[config.mk]
export PLATFORM = sky130hd
export DESIGN_NAME = mmio_store_capture_flat
export DESIGN_NICKNAME = d
export VERILOG_FILES = /design/src/rtl/mmio_store_capture_if.sv /design/src/rtl/mmio_store_capture.sv /design/src/flat_wrapper.sv
export SDC_FILE = /design/constraint.sdc
export NUM_CORES = 1
export LEC_CHECK = 0
export ABC_AREA = 1
export BUFFER_PORTS_ARGS = -buffer_cell sky130_fd_sc_hd__buf_4
export CORE_AREA = 2 2 169 171
export DETAILED_ROUTE_END_ITERATION = 16
export DIE_AREA = 0 0 171 173
export GPL_ROUTABILITY_DRIVEN = 0
export GPL_TIMING_DRIVEN = 0
export PLACE_DENSITY = 0.58
export SLEW_MARGIN = 20
export SYNTH_ARGS = -nofsm -noshare
export SYNTH_HDL_FRONTEND = slang
export SYNTH_SLANG_ARGS = --single-unit
[constraint.sdc]
create_clock -name clk -period 4.08 [get_ports clk]
set_input_delay 0.816 -clock clk [delete_from_list [all_inputs] [get_ports clk]]
set_output_delay 0.816 -clock clk [all_outputs]
set_load 0.02 [all_outputs]
[src/rtl/mmio_store_capture_if.sv]
// Store-bus snoop and result-stream bundle for mmio_store_capture.
// slave: capture-unit side; master: computer/consumer side.
interface mmio_store_capture_if #(
   parameter int ADDR_W = 16,
   parameter int DATA_W = 16
);
   logic              memWrite;
   logic [ADDR_W-1:0] address;
   logic [DATA_W-1:0] writeData;
   logic              out_valid;
   logic              out_ready;
   logic [ADDR_W-1:0] out_addr;
   logic [DATA_W-1:0] out_data;

   modport master (
      output memWrite,
      output address,
      output writeData,
      output out_ready,
      input  out_valid,
      input  out_addr,
      input  out_data
   );

   modport slave (
      input  memWrite,
      input  address,
      input  writeData,
      input  out_ready,
      output out_valid,
      output out_addr,
      output out_data
   );
endinterface

[src/rtl/mmio_store_capture.sv]
// Captures CPU stores to a result window into a FWFT FIFO and flags halt.
// Ports: clk, rst (async, active-low), bus (slave modport: store snoop
// memWrite/address/writeData plus out_valid/out_ready/out_addr/out_data
// stream), level (occupancy), overflow (sticky drop), done (halt+drained).
// Optional macro STORE_CAPTURE_STATS_EN adds saturating stat_captured and
// stat_dropped counters.
module mmio_store_capture #(
   parameter int                ADDR_W    = 16,
   parameter int                DATA_W    = 16,
   parameter logic [ADDR_W-1:0] BASE_ADDR = 16'h0000,
   parameter logic [ADDR_W-1:0] SPAN      = 16'h0040,
   parameter logic [ADDR_W-1:0] HALT_ADDR = 16'h0000,
   parameter int                DEPTH     = 8
) (
   input  logic                     clk,
   input  logic                     rst,
   mmio_store_capture_if.slave      bus,
   output logic [$clog2(DEPTH):0]   level,
   output logic                     overflow,
   output logic                     done
`ifdef STORE_CAPTURE_STATS_EN
   ,
   output logic [15:0]              stat_captured,
   output logic [15:0]              stat_dropped
`endif
);

   localparam int PW = $clog2(DEPTH);
   localparam logic [PW:0] FULL = (PW+1)'(DEPTH);
   localparam logic [ADDR_W:0] LO = {1'b0, BASE_ADDR};
   // One extra bit so the upper bound never wraps.
   localparam logic [ADDR_W:0] HI = {1'b0, BASE_ADDR} + {1'b0, SPAN};

   typedef enum logic [1:0] {
      RUN,
      DRAIN,
      FIN
   } state_t;

   state_t state;

   logic [ADDR_W-1:0] addr_mem [DEPTH];
   logic [DATA_W-1:0] data_mem [DEPTH];
   logic [PW-1:0]     wr_ptr;
   logic [PW-1:0]     rd_ptr;

   logic [ADDR_W:0] addr_x;
   logic            in_win;
   logic            hit;
   logic            is_halt;
   logic            pop;
   logic            full;
   logic            push;
   logic            drop;

   assign addr_x  = {1'b0, bus.address};
   assign in_win  = (addr_x >= LO) && (addr_x < HI);
   assign hit     = bus.memWrite && in_win && (state == RUN);
   assign is_halt = bus.memWrite && (bus.address == HALT_ADDR)
                    && (state == RUN);

   assign bus.out_valid = (level != '0);
   // Head reads as zero while empty so the idle bus is quiet.
   assign bus.out_addr  = bus.out_valid ? addr_mem[rd_ptr] : '0;
   assign bus.out_data  = bus.out_valid ? data_mem[rd_ptr] : '0;

   assign pop  = bus.out_valid && bus.out_ready;
   assign full = (level == FULL);
   // When full, a same-edge pop frees the slot the push overwrites.
   assign push = hit && (!full || pop);
   assign drop = hit && full && !pop;

   always_ff @(posedge clk) begin
      if (push) begin
         addr_mem[wr_ptr] <= bus.address;
         data_mem[wr_ptr] <= bus.writeData;
      end
   end

   always_ff @(posedge clk or negedge rst) begin
      if (!rst) begin
         wr_ptr   <= '0;
         rd_ptr   <= '0;
         level    <= '0;
         overflow <= 1'b0;
         done     <= 1'b0;
         state    <= RUN;
      end else begin
         if (push) begin
            wr_ptr <= wr_ptr + PW'(1);
         end
         if (pop) begin
            rd_ptr <= rd_ptr + PW'(1);
         end
         case ({push, pop})
            2'b10:   level <= level + (PW+1)'(1);
            2'b01:   level <= level - (PW+1)'(1);
            default: level <= level;
         endcase
         if (drop) begin
            overflow <= 1'b1;
         end
         case (state)
            RUN: begin
               if (is_halt) begin
                  state <= DRAIN;
               end
            end
            DRAIN: begin
               if (level == '0 && !push) begin
                  state <= FIN;
                  done  <= 1'b1;
               end
            end
            FIN: begin
               done <= 1'b1;
            end
            default: begin
               state <= RUN;
            end
         endcase
      end
   end

`ifdef STORE_CAPTURE_STATS_EN
   always_ff @(posedge clk or negedge rst) begin
      if (!rst) begin
         stat_captured <= '0;
         stat_dropped  <= '0;
      end else begin
         if (push && stat_captured != 16'hFFFF) begin
            stat_captured <= stat_captured + 16'd1;
         end
         if (drop && stat_dropped != 16'hFFFF) begin
            stat_dropped <= stat_dropped + 16'd1;
         end
      end
   end
`endif

endmodule

[src/flat_wrapper.sv]
// flat-port wrapper written by rule: the top's interface ports become plain ports
module mmio_store_capture_flat 
#(
   parameter int                ADDR_W    = 16,
   parameter int                DATA_W    = 16,
   parameter logic [ADDR_W-1:0] BASE_ADDR = 16'h0000,
   parameter logic [ADDR_W-1:0] SPAN      = 16'h0040,
   parameter logic [ADDR_W-1:0] HALT_ADDR = 16'h0000,
   parameter int                DEPTH     = 8
)
  (clk, rst, level, overflow, done, bus_memWrite, bus_address, bus_writeData, bus_out_ready, bus_out_valid, bus_out_addr, bus_out_data);
  mmio_store_capture_if #(.ADDR_W(ADDR_W), .DATA_W(DATA_W)) bus_i ();
  input  logic clk;
  input  logic rst;
  output logic [$clog2(DEPTH):0] level;
  output logic overflow;
  output logic done;
  input wire logic [$bits(bus_i.memWrite)-1:0] bus_memWrite;
  input wire logic [$bits(bus_i.address)-1:0] bus_address;
  input wire logic [$bits(bus_i.writeData)-1:0] bus_writeData;
  input wire logic [$bits(bus_i.out_ready)-1:0] bus_out_ready;
  output wire logic [$bits(bus_i.out_valid)-1:0] bus_out_valid;
  output wire logic [$bits(bus_i.out_addr)-1:0] bus_out_addr;
  output wire logic [$bits(bus_i.out_data)-1:0] bus_out_data;
  assign bus_i.memWrite = bus_memWrite;
  assign bus_i.address = bus_address;
  assign bus_i.writeData = bus_writeData;
  assign bus_i.out_ready = bus_out_ready;
  assign bus_out_valid = bus_i.out_valid;
  assign bus_out_addr = bus_i.out_addr;
  assign bus_out_data = bus_i.out_data;
  mmio_store_capture #(.ADDR_W(ADDR_W), .DATA_W(DATA_W), .BASE_ADDR(BASE_ADDR), .SPAN(SPAN), .HALT_ADDR(HALT_ADDR), .DEPTH(DEPTH)) u_core (.clk(clk), .rst(rst), .bus(bus_i), .level(level), .overflow(overflow), .done(done));
endmodule
==> flow_summary.ini, run 1 <==
[clocking]
cts.repair.resized = 0
htree_num_levels = 1
hold_buffers = 0
post_cts_buffers = 0
clock-sinks = 270
clk_latency_ns = 0.54
root_buffer = clkbuf_16
clockBufferDepth = 3
cts.clk_slew.worst_paths_ns = 0.06
cts_tree = done
numCtsBuffers = 28

[route]
drt_wl_total_mm = 26.99
vias_per_cell = 5.101
antenna_left = 0
wl_met3_mm = 1.655
wl_per_cell_um = 19.25
met1Wirelength_mm = 12.25
wl_met2_mm = 12.68
drt_iter0_drc = 584
num_vias = 7152
drt_drc_violations_left = 0
drtPass1Iterations = 5
dr.max_layer_used = met4

[run_status]
status = completed

[sta]
worstMarginPinSlew_ns = 0.7938
timing.final.ws_setup_ns = 0.6715
grt_setup_unrepaired = no
drv_slew = 0
fmax_ghz = 0.2934
setup_violations = 0
fin_crit_sh_pct = 83.54
period_needed_ns = 3.408
skew_ns = 0.01194
hold_violations = 0
timing.setup.tns_ns = 0
relSlewSlack_pct = 46.79

[global_route]
grt_max_degree = 15
grt_pass1_wl_mm = 40.72
track_usage_pct = 18.11
grt_pass1_vias = 6887
antenna_found_initial = 0
grt_overflow = 0

[worst_setup_path]
path_delay_family = buffers and inverters
crit_top_cell = clkbuf_1
slowest_delay_ns = 0.52
start_kind = register
path_cells = clkbuf_1, inv_1, clkbuf_1, o21ai_0, nor2_1, buf_4
cp_data_arrival_time_ns = 2.59
required_ns = 3.26
cp_num_buf_inv = 4
cpMaxStageDelayCell = clkbuf_1
end_kind = output pin
critPathMaxFanout = 10
worst-setup-path-type = register to output pin

[synthesis]
syn_nets = 911
synth_compound_area_share_pct = 10.11
synthArstFlopShare_pct = 5.185
synth_edf_count = 256
synth_ff_type = edfxtp_1
yosysTopAreaCellShare_pct = 70.06
synth_simple_gate_area_share_pct = 12.13
synth.avg_cell_area_um2 = 12.61
synth_top_family_by_area = simple AND/OR/NAND/NOR gates
synth_mux_area_share_pct = 0
netlist_area_mm2 = 0.01097
synthCells = 870
yosysSeqAreaShare_pct = 73.25
synth_cell_types = 34
synth_xor_area_share_pct = 0.3193
synthTopCellsByArea = edfxtp_1, nor2_1, o21ai_0
synth_fa_ha_area_share_pct = 0.6385
netlist_top_cells_count = nor2_1, edfxtp_1, o21ai_0
yosysTopAreaCell = edfxtp_1
ys_ff_latch = 270
yosys.cell_count.top_type = nor2_1
synth_warnings = 0

[floorplan]
initial_utilization_pct = 39.72
io_pins = 75
die_w_um = 171
dieArea_mm2 = 0.02958
die_h_um = 173
num_rows = 61
core_mm2 = 0.02763

[layout]
fin_nets = 1045
multi_input_area_mm2 = 0.002592
ff_latch_area_mm2 = 0.008038
num-fill-cells = 2532
final_layout_size_suffix_gt1_share_pct = 18.65
syn2layout_area_growth_pct = 20.41
final_util_pct = 47.82
diodes = 0

[power]
p_leak_nw = 4.659
sw_frac_of_total_pct = 36.97
pwr-share-comb_pct = 39.1
power.share.clock_pct = 27.0
peakVddDrop_mv = 0.4457
switching_power_w = 0.003399
powerDensity_mw_per_mm2 = 695.9
power.internal_w = 0.005796
seqPwrFrac_pct = 33.9

[placed_design]
dp_hpwl_mm = 18.17
place_ws_ns = 0.7962
io_buffers = 74

[run]
maxCapViolCount = 0

[min_path]
hold_class = input pin to async pin
layer usage:
| layer | vias to the layer above | GRT usage (%) |
|---|---|---|
| met5 | - | 0 |
| met4 | 0 | 4.061 |
| met3 | 36 | 2.472 |
| met2 | 222 | 29.40 |
| met1 | 3502 | 25.97 |
| li1 | 3392 | - |
cell type report:
cell class                      instances  share of cell area (%)
Tap cell                              378                   3.580
Clock inverter                         13                  0.9943
Clock buffer                           37                   5.720
Multi-Input combinational cell        527                   19.62
Inverter                               21                  0.5966
Sequential cell                       270                   60.83
Timing Repair Buffer                  104                   6.307
Buffer                                 52                   2.348
per-stage QoR:
stage,std cells,total power (W),hold WS (ns),area [um2]
after floorplan,870,0.005373,0.5177,10980
after global placement,1322,0.006764,0.4757,12010
after detailed placement,1352,0.006800,0.4733,12330
after CTS,1402,0.009273,0.1128,13210
after global routing,1402,0.009695,0.1239,13210
final,1402,0.009195,0.1206,13210
sequential cells by signal, summed over array words and instances (netlist names):
signal and cells:
u_core.addr_mem 128, u_core.data_mem 128, u_core.done 1, u_core.level 4, u_core.overflow 1, u_core.rd_ptr 3, u_core.state 2, u_core.wr_ptr 3
path summary, 6_finish.rpt:
| path | from | to | slack, ns | cells past startpoint |
|---|---|---|---|---|
| min in group clk | u_core.overflow$_DFFE_PN0P_ | u_core.overflow$_DFFE_PN0P_ | 0.49 | 1 |
| min | rst | u_core.level[0]$_DFFE_PN0P_ | 0.12 | 1 |
| max reg2reg | u_core.state[1]$_DFFE_PN0P_ | u_core.data_mem[4][4]$_DFFE_PP_ | 1.50 | 10 |
| max in group asynchronous | rst | u_core.level[3]$_DFFE_PN0P_ | 3.78 | 1 |
| min reg2reg | u_core.overflow$_DFFE_PN0P_ | u_core.overflow$_DFFE_PN0P_ | 0.49 | 1 |
| max | u_core.rd_ptr[2]$_DFFE_PN0P_ | bus_out_data[6] | 0.67 | 6 |
cell usage in the layout (no fill, tap or decap), drive strengths merged:
cell type	netlist	layout
buf	30	134
bufinv	0	3
clkbuf	22	59
clkinv	0	9
clkinvlp	0	1
dfrtp	14	14
edfxtp	256	256
fa	1	1
ha	4	4
inv	21	21
nand2	32	32
nand3	7	7
nand3b	1	1
nand4	2	2
nor2	268	268
nor3	9	9
nor4	1	1
o211ai	1	1
o21ai	162	162
o21bai	1	1
o32ai	32	32
or2	2	2
xnor2	1	1
xor2	3	3
power groups by stage:
stage          sequential [W]  combinational (W)  clock (W)
3_5_place_dp          0.00317            0.00363          0
6_report              0.00312            0.00360    0.00248
4_1_cts               0.00312            0.00364    0.00251
3_3_place_gp          0.00317            0.00359          0
5_1_grt               0.00312            0.00395    0.00262
2_1_floorplan         0.00318            0.00219          0
cells by family after synthesis:
family	Yosys count
AND/OR/NAND/NOR	322
AO/OA/AOI/OAI	196
buffers and inverters	73
adder cells (fa/ha/maj)	5
flip-flops	270
XOR/XNOR	4
Note: power is estimated with default switching activity, not from simulation.
==> run 2: changes to the inputs <==
ABC_AREA = 0   (was 1)
CORE_AREA = 2 2 166 168   (was 2 2 169 171)
DIE_AREA = 0 0 168 170   (was 0 0 171 173)
clock period = 3.52 ns   (was 4.08 ns; I/O delays follow)
==> flow_summary.ini, run 2 <==
[min_path]
hold_class = input pin to async pin

[floorplan]
core_mm2 = 0.02665
num_rows = 60
die_w_um = 168
die_h_um = 170
io_pins = 75
initial_utilization_pct = 39.49
dieArea_mm2 = 0.02856

[synthesis]
synth_warnings = 0
synthTopCellsByArea = edfxtp_1, mux4_2, dfrtp_1
synthArstFlopShare_pct = 5.185
synthCells = 480
yosysTopAreaCellShare_pct = 73.05
netlist_area_mm2 = 0.01052
syn_nets = 521
synth_edf_count = 256
synth_cell_types = 39
synth_ff_type = edfxtp_1
yosys.cell_count.top_type = edfxtp_1
ys_ff_latch = 270
synth.avg_cell_area_um2 = 21.92
yosysSeqAreaShare_pct = 76.38
netlist_top_cells_count = edfxtp_1, mux4_2, nor2_1
yosysTopAreaCell = edfxtp_1

[route]
num_vias = 5066
drt_wl_total_mm = 22.40
drt_drc_violations_left = 0
drtPass1Iterations = 5
vias_per_cell = 5.212
wl_per_cell_um = 23.04
drt_iter0_drc = 359
antenna_left = 0

[worst_setup_path]
start_kind = register
slowest_delay_ns = 0.54
cpMaxStageDelayCell = mux4_2
crit_top_cell = buf_4
cp_num_buf_inv = 3
end_kind = output pin
required_ns = 2.82
cp_data_arrival_time_ns = 2.62
path_cells = buf_2, buf_4, mux4_2, mux2i_1, nor2_1, buf_4
critPathMaxFanout = 10
path_delay_family = buffers and inverters
worst-setup-path-type = register to output pin

[sta]
fin_crit_sh_pct = 94.53
setup_violations = 0
skew_ns = 0.01608
holdWs_ns = 0.01916
fmax_ghz = 0.3005
hold_violations = 0
period_needed_ns = 3.327
worstMarginPinSlew_ns = 0.8584
grt_setup_unrepaired = no
drv_slew = 0
relSlewSlack_pct = 42.77

[global_route]
antenna_found_initial = 1
grt_max_degree = 33
grt_overflow = 0
grt_pass1_vias = 5525
grt_use_met3_pct = 2.953
grt.busiest_layer = met2
track_usage_pct = 16.15
grt_use_met2_pct = 27.67
grt_pass1_wl_mm = 34.02
grt_util_met1_pct = 21.83

[layout]
diodes = 0
final_common_cell = edfxtp_1
final_cell_mix = edfxtp_1, buf_4, mux4_2, nor2_1, mux2i_1
syn2layout_area_growth_pct = 21.14
final_util_pct = 47.84
num-fill-cells = 2202
fin_nets = 650
top_regs = u_core.addr_mem: 128 flops, u_core.data_mem: 128 flops, u_core.level: 4 flops
final_layout_size_suffix_gt1_share_pct = 39.46

[placed_design]
io_buffers = 74
dp_hpwl_mm = 14.37

[clocking]
clockBufferDepth = 3
hold_buffers = 0
cts.clk_slew.worst_paths_ns = 0.06
htree_num_levels = 1
root_buffer = clkbuf_16
numCtsBuffers = 29
cts_tree = done
clk_latency_ns = 0.54
clock-sinks = 270

[power]
powerDensity_mw_per_mm2 = 755.5
peakVddDrop_mv = 0.4220
p_leak_nw = 4.381

[run_status]
status = completed

[run]
maxCapViolCount = 0
[run 2: final timing paths]
kind	start	end	slack [ns]	cells past startpoint
worst max-delay path	u_core.rd_ptr[0]$_DFFE_PN0P_	bus_out_addr[6]	0.19	6
worst min-delay path	rst	u_core.wr_ptr[0]$_DFFE_PN0P_	0.02	1
worst max register to register	u_core.state[1]$_DFFE_PN0P_	u_core.addr_mem[5][8]$_DFFE_PP_	0.43	7
worst min register to register	u_core.overflow$_DFFE_PN0P_	u_core.overflow$_DFFE_PN0P_	0.49	1
max in group asynchronous	rst	u_core.rd_ptr[1]$_DFFE_PN0P_	3.32	1
min in group clk	bus_writeData[3]	u_core.data_mem[0][3]$_DFFE_PP_	0.39	1
[run 2: per-stage QoR]
step | total power, W | TNS (ns) | setup WS, ns | instances | instance area (um2)
after floorplan | 0.005740 | -114.73 | -1.033 | 480 | 10540
after global placement | 0.006809 | -699.48 | -4.165 | 895 | 11520
after detailed placement | 0.006854 | -11.45 | -0.3930 | 919 | 11800
after CTS | 0.009754 | 0 | 0.01212 | 972 | 12730
after global routing | 0.01005 | 0 | 0.02586 | 972 | 12750
final | 0.009632 | 0 | 0.1926 | 972 | 12750
[run 2: area by class of cell]
class | instances | area, um2 | area share, %
flip-flops and latches | 270 | 8038 | 63.05
multi-input cells | 184 | 2449 | 19.21
clock buffers | 38 | 819.5 | 6.428
repair buffers | 98 | 782.0 | 6.134
well taps | 341 | 426.7 | 3.347
plain buffers | 22 | 116.4 | 0.9128
clock inverters | 15 | 102.6 | 0.8048
inverters | 4 | 15.01 | 0.1178
[run 2: cell families after synthesis]
kind of cell	synth area share, %
AND/OR/NAND/NOR	3.555
buffers and inverters	1.058
AO/OA/AOI/OAI	0.4636
XOR/XNOR	0.5826
adder cells (fa/ha/maj)	0.6658
flip-flops	76.38
multiplexers	17.30
[run 2: layer usage]
metal / wire, um / part of all wire, % / up-vias
li1: - / - / 2238
met1: 9718 / 43 / 2667
met2: 11260 / 50 / 129
met3: 1045 / 4.7 / 30
met4: 361 / 1.6 / 2
met5: 16 / 0.071 / -
[run 2: worst register-to-register path, stage by stage, from the launching register on]
cell and delay [ns]:
dfrtp_1 0.44, nor4_2 0.31, nand3_2 0.19, nor3_4 0.41
nand2_1 0.29, nor3b_2 0.71, buf_6 0.25, buf_4 0.19
[run 2: report_power, final]
part	switching, W	internal [W]
sequential	0.0000713	0.00356
clock	0.00118	0.00170
combinational	0.00167	0.00145
[run 2: repair_timing]
action	CTS	global route
hold endpoints to repair	0	0
setup endpoints to repair	32	35
gates resized for setup	6	9
buffers inserted	0	0
==> run 3: changes to the inputs <==
CORE_AREA = 2 2 197 141   (was 2 2 166 168)
DIE_AREA = 0 0 199 143   (was 0 0 168 170)
SLEW_MARGIN = default   (was 20)
==> flow_summary.ini, run 3 (synthesis gave the netlist of run 2 again) <==
[global_route]
grt_overflow = 0
grt_max_degree = 21
track_usage_pct = 16.15
grt_pass1_wl_mm = 33.37
antenna_found_initial = 0
grt_pass1_vias = 5361

[clocking]
cts.clk_slew.worst_paths_ns = 0.06
hold_buffers = 0
clk_latency_ns = 0.53
htree_num_levels = 1
cts_tree = done
root_buffer = clkbuf_16
clockBufferDepth = 3
clock-sinks = 270
post_cts_buffers = 0
numCtsBuffers = 26

[layout]
fin_nets = 645
top_regs = u_core.addr_mem: 128 flops, u_core.data_mem: 128 flops, u_core.level: 4 flops
num-fill-cells = 2186
diodes = 0
syn2layout_area_growth_pct = 20.84
final_cell_mix = edfxtp_1, buf_4, mux4_2, nor2_1, mux2i_1
final_common_cell = edfxtp_1
final_layout_size_suffix_gt1_share_pct = 37.50
finalNonFillerCells = 988
final_util_pct = 48.06

[power]
powerDensity_mw_per_mm2 = 732.8
peakVddDrop_mv = 0.6075
p_leak_nw = 4.316
total_power_w = 0.009319

[worst_setup_path]
crit_top_cell = buf_2
r2r_cells = 7
path_cells = buf_2, buf_2, mux4_2, mux2i_1, nor2_1, buf_4
required_ns = 2.82
cp_num_buf_inv = 3
cpMaxStageDelayCell = mux4_2
slowest_delay_ns = 0.55
path_delay_family = buffers and inverters
start_kind = register
worst-setup-path-type = register to output pin
cp_data_arrival_time_ns = 2.64
critPathMaxFanout = 10
end_kind = output pin
reg2reg_to = u_core.data_mem[5][0]$_DFFE_PP_
reg2reg_from = u_core.state[1]$_DFFE_PN0P_
r2r_slack_ns = 0.47

[sta]
fin_crit_sh_pct = 95.10
grt_setup_unrepaired = no
period_needed_ns = 3.347
skew_ns = 0.01206
relSlewSlack_pct = 46.60
timing.setup.tns_ns = 0
drv_slew = 0
hold_violations = 0
setup_violations = 0
worstMarginPinSlew_ns = 0.7991
fmax_ghz = 0.2987

[route]
drt_iter0_drc = 344
drt_wl_total_mm = 22.26
drt_drc_violations_left = 0
drtPass1Iterations = 4
num_vias = 5074
wl_per_cell_um = 22.53
vias_per_cell = 5.136
antenna_left = 0

[placed_design]
io_buffers = 74
dp.cells = 940
dp_hpwl_mm = 14.64

[floorplan]
core_mm2 = 0.02646
num_rows = 50
die_h_um = 143
dieArea_mm2 = 0.02846
io_pins = 75
initial_utilization_pct = 39.77
die_w_um = 199

[run_status]
status = completed

[run]
maxCapViolCount = 0

[min_path]
hold_class = input pin to async pin
==> run 3: repair_timing <==
item | in CTS | in global routing
endpoints found under the setup margin | 32 | 17
gates cloned | 0 | 0
resized for setup | 5 | 5
hold endpoints to repair | 0 | 0
==> run 3: final cells by class <==
| type | instances | area [um2] | area share (%) |
|---|---|---|---|
| flip-flops and latches | 270 | 8038 | 63.20 |
| multi-input cells | 184 | 2445 | 19.22 |
| repair buffers | 96 | 860.8 | 6.769 |
| clock buffers | 31 | 690.7 | 5.431 |
| well taps | 364 | 455.4 | 3.581 |
| plain buffers | 22 | 108.9 | 0.8560 |
| clock inverters | 17 | 103.9 | 0.8166 |
| inverters | 4 | 15.01 | 0.1181 |
==> run 3: where the power goes <==
part / total [W] / internal, W / leakage, nW / switching (W)
clock: 0.00261 / 0.00147 / 0.396 / 0.00114
sequential: 0.00362 / 0.00356 / 2.47 / 0.0000626
combinational: 0.00309 / 0.00144 / 1.45 / 0.00166
total: 0.00932 / 0.00646 / 4.32 / 0.00286
==> run 3: layer usage <==
layer	share of wire (%)	GRT usage (%)	vias up
met4	1.3	2.828	0
met2	49	25.86	125
li1	-	-	2229
met5	0	0	-
met3	5.3	2.929	26
met1	45	23.58	2694
==> run 3: stage by stage <==
step	setup slack, ns	area, um2	hold slack, ns
after floorplan	-1.033	10540	0.4084
after global placement	-4.087	11550	0.4749
after detailed placement	-0.4250	11900	0.4729
after CTS	0.04476	12700	0.0002364
after global routing	0.01055	12720	0.01072
final	0.1726	12720	0.01792
==> run 3: worst max-delay path by stage <==
stage	start	endpoint	slack [ns]	cells past startpoint
2_1_floorplan	bus_address[11]	u_core.addr_mem[6][0]$_DFFE_PP_	-1.03	5
3_3_place_gp	bus_address[11]	u_core.data_mem[6][7]$_DFFE_PP_	-4.09	6
3_5_place_dp	bus_address[11]	u_core.data_mem[5][1]$_DFFE_PP_	-0.43	8
4_1_cts	u_core.rd_ptr[0]$_DFFE_PN0P_	bus_out_addr[6]	0.04	6
5_1_grt	u_core.rd_ptr[0]$_DFFE_PN0P_	bus_out_addr[14]	0.01	6
6_report	u_core.rd_ptr[0]$_DFFE_PN0P_	bus_out_addr[6]	0.17	6
